### src/rtl/spi_cmd_ctrl.sv
// Command/register controller behind the 16-bit SPI slave.
// Decodes header-plus-burst transactions from received words, drives a bank
// of writable configuration registers, muxes read-only status words and
// sequences txd_data so the host reads back on the following frames.
module spi_cmd_ctrl #(
  parameter int unsigned NUM_REGS = 8,
  parameter int unsigned NUM_STAT = 4,
  parameter logic [15:0] REG_RST  = 16'h0000,
  parameter logic [15:0] ID_WORD  = 16'hA55A
) (
  input  logic                   clk,
  input  logic                   rst_n,
  input  logic                   cs_n,
  input  logic                   rxd_flag_p,
  input  logic [15:0]            rxd_data,
  output logic [15:0]            txd_data,
  output logic [NUM_REGS*16-1:0] reg_q,
  input  logic [NUM_STAT*16-1:0] stat_in,
  output logic                   wr_stb,
  output logic [7:0]             wr_addr,
  output logic                   err
);

  localparam logic [7:0] NumRegsW = 8'(NUM_REGS);
  localparam logic [7:0] AddrClr  = 8'hFE;
  localparam logic [7:0] AddrId   = 8'hFF;

  typedef enum logic [1:0] {StIdle, StWrData, StRdData} state_e;

  state_e      state_q, state_d;
  logic [4:0]  rem_q, rem_d;
  logic [7:0]  addr_q, addr_d;
  logic [15:0] txd_q, txd_d;
  logic        err_q, err_d;
  logic        wr_stb_q, wr_stb_d;
  logic [7:0]  wr_addr_q, wr_addr_d;
  logic        wr_en;
  logic        err_set, err_clr;
  logic [7:0]  rd_addr;
  logic [15:0] rd_word;
  logic [15:0] regs_q [NUM_REGS];

  // Read map: header address while idle, otherwise the next burst address.
  always_comb begin
    rd_addr = (state_q == StIdle) ? rxd_data[7:0] : addr_q + 8'd1;
    rd_word = '0;
    for (int unsigned i = 0; i < NUM_REGS; i++) begin
      if (rd_addr == 8'(i)) rd_word = regs_q[i];
    end
    for (int unsigned i = 0; i < NUM_STAT; i++) begin
      if (rd_addr == 8'(32'h80 + i)) rd_word = stat_in[16*i +: 16];
    end
    if (rd_addr == AddrId) rd_word = ID_WORD;
  end

  // Next-state and datapath decode for each received word.
  always_comb begin
    state_d   = state_q;
    rem_d     = rem_q;
    addr_d    = addr_q;
    txd_d     = txd_q;
    wr_stb_d  = 1'b0;
    wr_addr_d = wr_addr_q;
    wr_en     = 1'b0;
    err_set   = 1'b0;
    err_clr   = 1'b0;

    if (rxd_flag_p) begin
      unique case (state_q)
        StIdle: begin
          addr_d = rxd_data[7:0];
          rem_d  = {1'b0, rxd_data[11:8]} + 5'd1;
          if (rxd_data[15]) begin
            txd_d   = '0;
            state_d = StWrData;
          end else begin
            txd_d   = rd_word;
            state_d = StRdData;
          end
          // A header arriving outside a frame is a protocol error.
          if (cs_n) err_set = 1'b1;
        end
        StWrData: begin
          if (rem_q == 5'd0) begin
            err_set = 1'b1;
            state_d = StIdle;
          end else begin
            if (addr_q < NumRegsW) begin
              wr_en     = 1'b1;
              wr_stb_d  = 1'b1;
              wr_addr_d = addr_q;
            end else if (addr_q == AddrClr) begin
              err_clr = 1'b1;
            end else begin
              err_set = 1'b1;
            end
            txd_d  = rxd_data;
            addr_d = addr_q + 8'd1;
            rem_d  = rem_q - 5'd1;
            if (rem_q == 5'd1) state_d = StIdle;
          end
        end
        StRdData: begin
          if (rem_q == 5'd0) begin
            err_set = 1'b1;
            state_d = StIdle;
          end else begin
            rem_d = rem_q - 5'd1;
            if (rem_q > 5'd1) begin
              addr_d = addr_q + 8'd1;
              txd_d  = rd_word;
            end else begin
              txd_d   = '0;
              state_d = StIdle;
            end
          end
        end
        default: state_d = StIdle;
      endcase
    end

    // Frame abort only overrides sequencing; the flagged word still took effect.
    if (cs_n) begin
      state_d = StIdle;
      rem_d   = '0;
    end

    err_d = err_set ? 1'b1 : (err_clr ? 1'b0 : err_q);
  end

  // Control and output registers.
  always_ff @(posedge clk or negedge rst_n) begin
    if (!rst_n) begin
      state_q   <= StIdle;
      rem_q     <= '0;
      addr_q    <= '0;
      txd_q     <= '0;
      err_q     <= 1'b0;
      wr_stb_q  <= 1'b0;
      wr_addr_q <= '0;
    end else begin
      state_q   <= state_d;
      rem_q     <= rem_d;
      addr_q    <= addr_d;
      txd_q     <= txd_d;
      err_q     <= err_d;
      wr_stb_q  <= wr_stb_d;
      wr_addr_q <= wr_addr_d;
    end
  end

  // Writable register bank.
  always_ff @(posedge clk or negedge rst_n) begin
    if (!rst_n) begin
      for (int unsigned i = 0; i < NUM_REGS; i++) regs_q[i] <= REG_RST;
    end else if (wr_en) begin
      for (int unsigned i = 0; i < NUM_REGS; i++) begin
        if (addr_q == 8'(i)) regs_q[i] <= rxd_data;
      end
    end
  end

  for (genvar gi = 0; gi < NUM_REGS; gi++) begin : g_reg_flat
    assign reg_q[16*gi +: 16] = regs_q[gi];
  end

  assign txd_data = txd_q;
  assign wr_stb   = wr_stb_q;
  assign wr_addr  = wr_addr_q;
  assign err      = err_q;

endmodule
### config.mk
export PLATFORM = sky130hd
export DESIGN_NAME = spi_cmd_ctrl
export DESIGN_NICKNAME = d
export VERILOG_FILES = /design/src/rtl/spi_cmd_ctrl.sv
export SDC_FILE = /design/constraint.sdc
export NUM_CORES = 1
export LEC_CHECK = 0
export ABC_AREA = 1
export CORE_MARGIN = 2
export CORE_UTILIZATION = 25
export CTS_BUF_LIST = sky130_fd_sc_hd__clkbuf_4 sky130_fd_sc_hd__clkbuf_8
export DETAILED_ROUTE_END_ITERATION = 8
export GPL_ROUTABILITY_DRIVEN = 0
export PLACE_DENSITY_LB_ADDON = 0.05
export SLEW_MARGIN = 0
export SYNTH_ARGS = -nofsm -noshare
export SYNTH_HDL_FRONTEND = slang
export SYNTH_SLANG_ARGS = --single-unit
### constraint.sdc
create_clock -name clk -period 2.3 [get_ports clk]
set_input_delay 0.23 -clock clk [delete_from_list [all_inputs] [get_ports clk]]
set_output_delay 0.23 -clock clk [all_outputs]
set_load 0.01 [all_outputs]
==> reports/qor.yml, run 1 <==
status: "finished, violations left"
violations: "negative setup slack"
relSlewSlack: 0.613
finalMaxSlewViolations: 0
io_buffers: 237
crit_type: "flop to flop"
yosys_most_used_dff: "dfrtp_1"
area_growth_pct: 56.7
synth-simple-area-share: 0.302
crit_path_end_kind: "flop"
grt_pass1_wl_um: 61300
cap_violations: 0
synth-edff-count: 0
setup_viol: 16
drtAntennaViolNets: 0
path_buf_inv: 3
fill_cells: 3713
grt_max_degree: 66
die_h_um: 195
synthXorXnorAreaFrac: 0.00193
skew_ns: 0.0206
power_mw: 13.1
irDropWorstVdd_mv: 0.491
drtIter0Drc: 724
hold_class: "input pin to asynchronous set/reset pin"
clk_pin_slew_worst_paths_ns: 0.11
wl_um: 41600
dp_hpwl_um: 31800
first_global_vias: 9462
num_rows: 69
r2r_end: "txd_data[14]"
async_flop_share: 1.00
rsz0062_at_grt: "true"
crit_path_frequent_cell: "nand2_1"
fin_crit_ns: 2.72
grt_usage: 0.218
drive_gt1_frac: 0.230
post-route-period-util: 1.18
critPathTopFamily: "simple AND/OR/NAND/NOR gates"
setup_ws_ns: -0.424
route.detailed.drc: 0
grt_antenna_before_repair: 2
worst_pin_slew_ns: 0.580
die_w_um: 195
wl_per_cell_um: 20.5
core_sq_mm: 0.0357
num_vias: 9549
start_util: 0.255
synth_compound_area_frac: 0.131
crit_start: "addr_q[0]"
dieArea_sq_mm: 0.0379
synthAdderAreaFrac: 0.0165
ioPinCount: 238
cts_tree: "yes"
ys_ff_latch: 169
startpoint_type: "flop"
synthMuxAreaShare: 0
via_per_inst: 4.70
timing.fmax_mhz: 367
synth_warnings: 0
hold_viol: 0
root_buffer: "clkbuf_8"
cp.arrival_ns: 3.11
htreeDepth: 4
synth_top_family_by_area: "simple AND/OR/NAND/NOR gates"
crit_slowest_cell: "dfrtp_2"
regToRegSetupSlack_ns: -0.42
clkLatencyLatePin_ns: 0.48
slowest_delay_ns: 0.44
hold-worst-slack_ns: 0.121
cp_max_fo: 5
overflow: 0
nets: 1651
synth_nets: 1301
seq_area_frac_synth: 0.465
powerDensity_mw_per_mm2: 920
netlist_area_sq_mm: 0.00909
r2r.worst_path.cells: 19
crit_chain: "ha_4, nand2_4, nor2_4, nand2_1, nand2_1, nand2_2, buf_6, o21ai_4, nand2_4, nor2_8, buf_12, nand3b_1, a21oi_2, buf_4, nand4_1, nand2_2, nand4_1, nand2_1, a21oi_1"
cts.sinks: 169
numCtsBuffers: 17
pre_cts_ws_ns: -0.857
syn_area_per_cell_sq_um: 7.54
p_leak_nw: 6.40
required_ns: 2.68
synthesis.instances: 1205
r2r_start: "addr_q[0]"
clk_path_buf_depth: 2
firstDrtPassIters: 5
ys_types: 44
-- through the flow --
step / instance area, sq um / cells / TNS [ns] / util
floorplan: 9090 / 1205 / 0 / -
global placement: 12900 / 1971 / -8.75 / 0.361
CTS: 14000 / 2023 / -5.11 / 0.392
detailed placement: 12900 / 1971 / -9.07 / 0.361
global route: 14200 / 2031 / -7.74 / 0.400
finish: 14200 / 2031 / -5.00 / 0.400
-- worst max-delay path by stage --
stage	endpoint	depth (start not counted)
6_report	txd_data[14]	19
5_1_grt	txd_data[5]	21
4_1_cts	txd_data[14]	19
3_5_place_dp	txd_data[14]	16
3_3_place_gp	txd_data[14]	16
2_1_floorplan	txd_data[10]	13
-- synthesized netlist by cell type (all sizes together) (12+ instances only) --
master	count	area share
nand3	56	0.034
o21ai	157	0.087
a21oi	31	0.018
dfrtp	169	0.47
ha	12	0.017
nor2	96	0.046
nand4	64	0.044
clkbuf	35	0.014
a31oi	18	0.012
buf	25	0.017
inv	122	0.050
nand2	375	0.16
or2	16	0.011
-- placed cells by master, fill, tap and decap left out, types with 11 or more instances in the layout --
cell,count
nor2_1,66
nand2_1,325
o21ai_0,149
nand2_2,39
nor2_4,17
a31oi_1,18
clkdlybuf4s50_1,236
a21oi_2,13
nand3_1,20
nand4_1,64
nor2_2,11
a21oi_1,18
clkbuf_8,21
nand3_2,32
buf_4,115
buf_6,24
inv_1,106
dfrtp_1,165
buf_12,15
-- flip-flops by register name, indices dropped and copies added, names as in the netlist --
register  count
reg_q       128
txd_data     16
addr_q        8
wr_addr       8
rem_q         5
state_q       2
err           1
wr_stb        1
-- layer usage --
layer  global-route usage  vias up  wire length [um]  part of all wire
li1                     -     4636                 -                 -
met3               0.0337       35              1850             0.045
met1                0.304     4597             19100              0.46
met2                0.349      281             19700              0.47
met5                    0        -                 0                 0
met4               0.0621        0               828             0.020
-- timing repair --
item                                    in CTS  in global routing
buffers inserted                            22                  6
hold endpoints to repair                   169                  0
gates resized for setup                    142                 52
gates cloned                                 0                  0
hold buffers                                 1                  0
pin swaps                                   63                 56
endpoints found under the setup margin      16                 17
-- kinds of logic (layout without fill, tap and decap cells) --
family,Yosys count,after routing
fa+ha+maj,12,12
flops,169,169
buf+inv,184,547
other cells,0,2
compound gates,222,222
simple gates,616,616
xor+xnor,2,2
-- report_power, final --
group	internal, mW	switching [mW]	leakage [nW]
clock network	1.11	1.20	0.202
logic	3.15	3.85	3.92
registers	3.38	0.415	2.28
-- final cells by class --
type | count | area, sq um | area share
antenna | 2 | 5.00 | 0.000351
clock buffer | 23 | 304 | 0.0213
clock inverter | 9 | 113 | 0.00791
inverter | 124 | 480 | 0.0337
multi-input combinational | 852 | 4730 | 0.332
sequential | 169 | 4230 | 0.297
tap | 461 | 577 | 0.0405
timing repair buffer | 391 | 3810 | 0.267
(Power assumes the default switching activity.)
==> inputs of run 2 (changes only) <==
Clock period 2.3 ns to 2.95 ns, I/O delays scaled along.
==> run 2 against run 1 <==
Largest power group unchanged; highest routed layer unchanged; global-route usage down 0.74 points; power decreased by 33%; clock-buffer cell count is 3 lower; utilization decreased by 4.0 points; clock power is 27% lower; final area fell by 9.9%; wire length fell by 4.0%; combinational power decreased by 41%; the run now ends clean; die area is the same; non-clock buffer count shrank 85.
==> reports/qor.yml, run 2 (synthesized netlist as in run 1, its figures left out) <==
status: "completed"
cp_max_fo: 18  # +13
route.detailed.drc: 0  # unchanged
r2r_start: "addr_q[1]"
setup_viol: 0  # -16
crit_slowest_cell: "dfrtp_1"
irDropWorstVdd_mv: 0.310  # -37%
ioPinCount: 238  # unchanged
clk_pin_slew_worst_paths_ns: 0.11  # about the same
first_global_vias: 8955  # -5.4%
grt_max_degree: 70  # +6.1%
clkLatencyLatePin_ns: 0.48  # about the same
nets: 1566  # -5.1%
cts.sinks: 169  # unchanged
area_growth_pct: 41.2
required_ns: 3.32  # +0.64 ns
drtIter0Drc: 615  # -15%
grt_usage: 0.210  # -0.00736
slowest_delay_ns: 0.43  # about the same
fin_crit_ns: 2.82  # +0.0927 ns
crit_chain: "inv_1, ha_1, o21ai_1, inv_1, nand2_1, nor2_2, buf_12, nand4_1, nand3_1, nor3_2, buf_4, nand4_1, nand2_1, nand4_1, nand2_1, a21oi_1"
postPlaceCellArea_sq_mm: 0.0123  # -4.4%
skew_ns: 0.0233  # +0.00269 ns
firstDrtPassIters: 5  # unchanged
critPathTopFamily: "simple AND/OR/NAND/NOR gates"
htreeDepth: 4  # unchanged
design_area_sq_mm: 0.0128  # -9.9%
cap_violations: 0  # unchanged
final_common_cell: "nand2_1"
powerDensity_mw_per_mm2: 685  # -26%
grt_pass1_wl_um: 59000  # -3.8%
startpoint_type: "flop"
num_vias: 9148  # -4.2%
hold_viol: 0  # unchanged
multi_input_area_sq_mm: 0.00418  # -12%
path_buf_inv: 4  # +1
drive_gt1_frac: 0.109  # -0.121
clk_path_buf_depth: 2  # unchanged
p_leak_nw: 5.66  # -12%
worst_pin_slew_ns: 0.785  # +0.206 ns
via_per_inst: 4.70  # about the same
regToRegSetupSlack_ns: 0.13  # +0.56 ns
dp_hpwl_um: 31300  # -1.6%
largest_reg_flops: 128  # unchanged
wl_per_cell_um: 20.5  # +0.18%
crit_type: "flop to flop"
die_w_um: 195  # unchanged
overflow: 0  # unchanged
dieArea_sq_mm: 0.0379  # unchanged
setup_ws_ns: 0.133  # +0.557 ns
r2r.worst_path.cells: 16  # -3
num_rows: 69  # unchanged
numCtsBuffers: 17  # unchanged
crit_start: "addr_q[1]"
finalMaxSlewViolations: 0  # unchanged
hold_class: "input pin to asynchronous set/reset pin"
cp.arrival_ns: 3.19  # +0.08 ns
root_buffer: "clkbuf_8"
rsz0062_at_grt: "true"
relSlewSlack: 0.470  # -0.144
cts_tree: "yes"
die_h_um: 195  # unchanged
grt_antenna_before_repair: 2  # unchanged
start_util: 0.255  # unchanged
wl_um: 39900  # -4.0%
timing.fmax_mhz: 355  # -3.3%
final_cell_mix: "nand2_1 (365), clkdlybuf4s50_1 (236), dfrtp_1 (167)"
fill_cells: 3795  # +2.2%
drtAntennaViolNets: 0  # unchanged
core_sq_mm: 0.0357  # unchanged
tns_ns: 0  # +5.00 ns
r2r_end: "txd_data[13]"
io_buffers: 237  # unchanged
regArea_sq_mm: 0.00423  # about the same
crit_path_end_kind: "flop"
power_mw: 8.79  # -33%
post-route-period-util: 0.955  # -0.230
pre_cts_ws_ns: -0.154  # +0.703 ns
-- run 2: cell count changes in the layout (fill, tap and decap cells not counted), moves of 13 or more --
cell,delta
buf_4,-56
nand2_1,+40
nand3_1,+32
nand2_2,-31
nand3_2,-30
nor2_1,+21
buf_6,-20
nor2_4,-13
-- run 2: how the worst max path moves through the flow --
| stage | depth (start not counted) | slack [ns] | to |
|---|---|---|---|
| 2_1_floorplan | 13 | 0.65 | txd_data[10] |
| 3_3_place_gp | 16 | -0.16 | txd_data[8] |
| 3_5_place_dp | 16 | -0.15 | txd_data[8] |
| 4_1_cts | 17 | 0.07 | txd_data[13] |
| 5_1_grt | 19 | -0.002 | txd_data[8] |
| 6_report | 16 | 0.13 | txd_data[13] |
-- run 2: through the flow --
| step | hold WS, ns | util | cells |
|---|---|---|---|
| finish | 0.344 | 0.360 | 1946 |
| global route | 0.386 | 0.360 | 1946 |
| CTS | 0.361 | 0.357 | 1942 |
| detailed placement | 0.307 | 0.345 | 1909 |
| global placement | 0.319 | 0.345 | 1909 |
| floorplan | -0.000591 | - | 1205 |
-- run 2: power by group --
group | switching (mW) | leakage (nW) | total, mW | internal [mW]
Clock | 0.961 | 0.192 | 1.70 | 0.744
Sequential | 0.309 | 2.28 | 2.94 | 2.63
Combinational | 2.51 | 3.19 | 4.15 | 1.64
-- run 2: layout make-up --
cell class | instances | area share
Sequential cell | 169 | 0.330
Multi-Input combinational cell | 852 | 0.326
Timing Repair Buffer | 306 | 0.232
Tap cell | 461 | 0.0449
Inverter | 124 | 0.0367
Clock buffer | 20 | 0.0214
Clock inverter | 12 | 0.00897
Antenna cell | 2 | 0.000390
-- run 2: repair_timing --
action,4_1_cts,5_1_grt
hold buffers,1,0
pin swaps,0,2
hold endpoints to repair,51,0
endpoints found under the setup margin,2,38
buffers inserted,0,2
gates resized for setup,3,20
-- run 2: routing by layer --
layer  GRT usage  part of all wire
met5           0                 0
met4      0.0479             0.012
met3      0.0307             0.042
met2       0.347              0.47
met1       0.291              0.47
